===== src/rtl/sync_debounce.sv =====
// sync_debounce: synchronizer plus debounce qualifier for one asynchronous level.
// The raw level d passes through a SYNC_STAGES-deep flop chain. A four-state FSM
// then requires STABLE_CYCLES+1 consecutive equal synchronized samples before
// the clean output q changes. When q changes, a one-cycle rise or fall strobe
// is produced. All outputs are registered.
// Optional build macro SYNC_GLITCH_CNT_EN adds glitch_cnt, an 8-bit saturating
// count of aborted qualifications.
module sync_debounce #(
    parameter int unsigned SYNC_STAGES   = 2,
    parameter int unsigned STABLE_CYCLES = 4,
    parameter int unsigned CNT_W         = $clog2(STABLE_CYCLES + 1),
    parameter bit          RESET_VAL     = 1'b0
) (
    input  logic       clk,
    input  logic       nrst,
    input  logic       d,
    output logic       q,
    output logic       rise,
    output logic       fall,
    output logic       busy
`ifdef SYNC_GLITCH_CNT_EN
    ,
    output logic [7:0] glitch_cnt
`endif
);

    typedef enum logic [1:0] {
        LOW        = 2'd0,
        CHECK_HIGH = 2'd1,
        HIGH       = 2'd2,
        CHECK_LOW  = 2'd3
    } state_t;

    localparam state_t           RESET_STATE = RESET_VAL ? HIGH : LOW;
    localparam logic [CNT_W-1:0] CNT_LAST    = CNT_W'(STABLE_CYCLES - 1);

    logic [SYNC_STAGES-1:0] sync_q, sync_d;
    state_t                 state_q, state_d;
    logic [CNT_W-1:0]       cnt_q, cnt_d;
    logic                   level_q, level_d;
    logic                   rise_q, rise_d;
    logic                   fall_q, fall_d;
    logic                   busy_q, busy_d;
    logic                   s;

    // The oldest stage of the chain is the only sample the qualifier ever sees.
    assign s = sync_q[SYNC_STAGES-1];

    // Shift the raw level into the synchronizer chain, newest sample at bit 0.
    always_comb begin
        sync_d = {sync_q[SYNC_STAGES-2:0], d};
    end

    // Qualification FSM: leave a stable state on the first differing sample,
    // commit after STABLE_CYCLES further agreeing samples, abort on any reversal.
    always_comb begin
        state_d = state_q;
        cnt_d   = cnt_q;
        level_d = level_q;
        rise_d  = 1'b0;
        fall_d  = 1'b0;
        unique case (state_q)
            LOW: begin
                if (s) begin
                    state_d = CHECK_HIGH;
                    cnt_d   = '0;
                end
            end
            CHECK_HIGH: begin
                if (!s) begin
                    state_d = LOW;
                    cnt_d   = '0;
                end else if (cnt_q == CNT_LAST) begin
                    state_d = HIGH;
                    cnt_d   = '0;
                    level_d = 1'b1;
                    rise_d  = 1'b1;
                end else begin
                    cnt_d = cnt_q + 1'b1;
                end
            end
            HIGH: begin
                if (!s) begin
                    state_d = CHECK_LOW;
                    cnt_d   = '0;
                end
            end
            CHECK_LOW: begin
                if (s) begin
                    state_d = HIGH;
                    cnt_d   = '0;
                end else if (cnt_q == CNT_LAST) begin
                    state_d = LOW;
                    cnt_d   = '0;
                    level_d = 1'b0;
                    fall_d  = 1'b1;
                end else begin
                    cnt_d = cnt_q + 1'b1;
                end
            end
            default: begin
                state_d = RESET_STATE;
                cnt_d   = '0;
                level_d = RESET_VAL;
            end
        endcase
        busy_d = (state_d == CHECK_HIGH) || (state_d == CHECK_LOW);
    end

    // State, counter, synchronizer and registered outputs; reset wins over everything.
    always_ff @(posedge clk) begin
        if (!nrst) begin
            sync_q  <= {SYNC_STAGES{RESET_VAL}};
            state_q <= RESET_STATE;
            cnt_q   <= '0;
            level_q <= RESET_VAL;
            rise_q  <= 1'b0;
            fall_q  <= 1'b0;
            busy_q  <= 1'b0;
        end else begin
            sync_q  <= sync_d;
            state_q <= state_d;
            cnt_q   <= cnt_d;
            level_q <= level_d;
            rise_q  <= rise_d;
            fall_q  <= fall_d;
            busy_q  <= busy_d;
        end
    end

    assign q    = level_q;
    assign rise = rise_q;
    assign fall = fall_q;
    assign busy = busy_q;

`ifdef SYNC_GLITCH_CNT_EN
    logic [7:0] gcnt_q, gcnt_d;
    logic       abort;

    // An abort is a qualification that falls back to the state it started from.
    always_comb begin
        abort  = ((state_q == CHECK_HIGH) && (state_d == LOW)) ||
                 ((state_q == CHECK_LOW)  && (state_d == HIGH));
        gcnt_d = gcnt_q;
        if (abort && (gcnt_q != 8'hFF)) begin
            gcnt_d = gcnt_q + 8'd1;
        end
    end

    // Glitch counter register, cleared only by reset.
    always_ff @(posedge clk) begin
        if (!nrst) begin
            gcnt_q <= 8'd0;
        end else begin
            gcnt_q <= gcnt_d;
        end
    end

    assign glitch_cnt = gcnt_q;
`endif

endmodule


===== config.mk =====
export PLATFORM = sky130hd
export DESIGN_NAME = sync_debounce
export DESIGN_NICKNAME = d
export VERILOG_FILES = /design/src/rtl/sync_debounce.sv
export SDC_FILE = /design/constraint.sdc
export NUM_CORES = 1
export LEC_CHECK = 0
export CORE_AREA = 2 2 39 41
export DETAILED_ROUTE_END_ITERATION = 16
export DIE_AREA = 0 0 41 43
export GPL_ROUTABILITY_DRIVEN = 0
export PLACE_DENSITY_LB_ADDON = 0.1
export SETUP_SLACK_MARGIN = 0.15
export SLEW_MARGIN = 15
export SYNTH_ARGS = -nofsm -noshare
export SYNTH_HDL_FRONTEND = slang
export SYNTH_SLANG_ARGS = --single-unit

===== constraint.sdc =====
create_clock -name clk -period 1.1 [get_ports clk]
set_clock_uncertainty 0.05 [all_clocks]
set_input_delay 0.11 -clock clk [delete_from_list [all_inputs] [get_ports clk]]
set_output_delay 0.11 -clock clk [all_outputs]
set_load 0.02 [all_outputs]

==> out/metrics.cfg, run 1 <==
[synthesis]
synth.distinct_cells=18
syn_avg_cell_area_sq_um=10.2
synth_edf_count=0
synthFlopType=dfxtp_1
ys_top_cells_by_count=10 x dfxtp_1, 4 x nand2_1, 3 x and2_1, 3 x nand2b_1, 3 x nor3b_1
syn_inst=39
yosysTopAreaCellShare=0.503
yosys.area.top_type=dfxtp_1
yosysWarnings=0
synth.most_common_cell=dfxtp_1
syn_area_sq_um=398
synthArstFlopShare=0
synth_area_leaders=dfxtp_1 50%, nor3b_1 5.7%, and2_1 4.7%
synth_seq_cells=10
synth_seq_area_share=0.503
synth_fp_nets=43

[power]
ir_drop_mv=0.638
p_leak_nw=0.237
total_power_mw=0.784
powerDensity_nw_per_um2=1330

[sta]
min_period_ns=1.08
setup_viol=0
slew_headroom=0.791
holdWs_ns=0.377
fmax_mhz=925
rsz0062_at_grt=yes
maxSlewViolCount=0
timing.final.crit_share=0.982
worstMarginPinSlew_ns=0.313
hold_viol=0

[clocking]
cts.sinks=10
cts_buffers=3
clk_pin_slew_ns=0.07
clk_path_buf_depth=2
postCtsHoldBufs=0
cts_tree=yes
ctsHtreeMaxLevel=1
root_buffer=clkbuf_4
clock_latency_ns=0.27

[critical_path]
endpoint=fall
start_kind=flip-flop
startpoint=cnt_q[0]
ff2ff_setup_slack_ns=0.02
cp.arrival_ns=1.23
worstPathRequired_ns=1.25
end_kind=flip-flop
r2r_end=fall
crit_type=reg -> reg
rr_worst_depth=4
crit_fanout=3
reg2reg_from=cnt_q[0]

[floorplan]
core_sq_um=1380
io_pins=7
initial_core_util=0.288
dieArea_sq_um=1760
die_y_um=43
row_count=14
die_x_um=41

[final_layout]
finalNetCount=58
postLayoutCoreUtil=0.426
drive_gt1_frac=0.509
fillCellCount=144
syn_to_final_growth_pct=48.1
stdcell_count=69
antennaDiodeCount=0

[detailed_routing]
totalWireLength_um=825
via_per_inst=4.70
dr.pass1.iters=2
drc=0
ant_nets=0
drt_iter0_markers=3
num_vias=324
wl_per_cell_um=12.0

[global_route]
grt_max_degree=11
grt.overflow.total=0
grt_pass1_vias=332
antenna_found_initial=0
grt_use_total=0.124
grt_pass1_wl_mm=1.41

[placement]
dp.final_hpwl_um=555
dp_cells=62
port_buffers=6

[status]
status=complete, no violations

[job]
drv_cap=0

[worst_hold_path]
hold_class=in -> reg

==> state kept, by name (all words and copies together) (netlist names) <==
name     cells
cnt_q        3
fall         1
q            1
rise         1
state_q      2
sync_q       2
==> critical path: stages, from the launching register on <==
cell	delay [ns]
dfxtp_2	0.36
ha_4	0.14
and3b_2	0.22
nand2_2	0.08
nor3b_2	0.16
==> where the power goes <==
| part | internal (mW) | switching (mW) | total [mW] |
|---|---|---|---|
| registers | 0.369 | 0.00753 | 0.377 |
| logic | 0.0393 | 0.0347 | 0.0741 |
| clock network | 0.201 | 0.133 | 0.334 |
==> metrics by stage <==
step / area (sq um) / setup TNS [ns] / worst slack (ns)
after global routing: 589 / -0.110 / -0.0313
after global placement: 526 / -0.102 / -0.0543
final: 589 / 0 / 0.0194
after detailed placement: 526 / -0.215 / -0.114
after CTS: 592 / 0 / 0.0172
after floorplan: 434 / 0 / 0.0804
==> final cells by class <==
type	count	area, sq um	area share
Multi-Input combinational cell	28	241	0.410
Sequential cell	10	211	0.359
Timing Repair Buffer	11	80.1	0.136
Clock buffer	4	36.3	0.0616
Tap cell	16	20.0	0.0340
==> metal layers <==
layer / GRT usage / share of wire / vias to the layer above
met3: 0.0471 / 0.057 / 3
met4: 0.0600 / 0.021 / 0
met2: 0.194 / 0.52 / 8
li1: - / - / 162
met1: 0.141 / 0.40 / 151
met5: 0 / 0 / -
==> placed cells by master, fill, tap and decap left out, types with 2 or more instances in the layout <==
master,count
clkdlybuf4s50_1,2
clkbuf_4,3
nand2_1,3
and3_1,2
dfxtp_2,3
nor3b_2,2
a21oi_2,2
nand3b_1,2
buf_4,6
nand2b_1,3
buf_2,3
dfxtp_1,5
dfxtp_4,2
and2_1,3
==> worst min path at each step <==
| stage | slack, ns | to | cells past startpoint | start |
|---|---|---|---|---|
| finish | 0.38 | sync_q[0] | 2 | d |
| global route | 0.41 | sync_q[0] | 2 | d |
| floorplan | 0.19 | sync_q[0] | 1 | d |
| CTS | 0.38 | sync_q[0] | 2 | d |
| detailed placement | 0.38 | sync_q[1] | 1 | sync_q[0] |
| global placement | 0.37 | sync_q[1] | 1 | sync_q[0] |
==> logic make-up (layout without fill, tap and decap cells) <==
family / after synthesis / count (layout) / share of synthesized area
simple gates: 19 / 19 / 0.296
flops: 10 / 10 / 0.503
compound gates: 6 / 6 / 0.0943
fa+ha+maj: 1 / 1 / 0.0314
xor+xnor: 1 / 1 / 0.0409
mux: 1 / 1 / 0.0252
buf+inv: 1 / 15 / 0.00942
==> what timing repair did <==
item	CTS	global route
pin swaps	4	4
resized for setup	22	3
hold endpoints to repair	0	0
buffers inserted	3	0
setup endpoints to repair	12	9
Power figures use the tool's default switching activity.
==> inputs of run 2 (changes only) <==
--- a/config.mk
+++ b/config.mk
@@ -8,7 +8,6 @@
 export CORE_AREA = 2 2 39 41
 export DETAILED_ROUTE_END_ITERATION = 16
 export DIE_AREA = 0 0 41 43
-export GPL_ROUTABILITY_DRIVEN = 0
 export PLACE_DENSITY_LB_ADDON = 0.1
 export SETUP_SLACK_MARGIN = 0.15
 export SLEW_MARGIN = 15
==> results of run 2 <==
Final layout, timing and power as in run 1 (identical DEF).
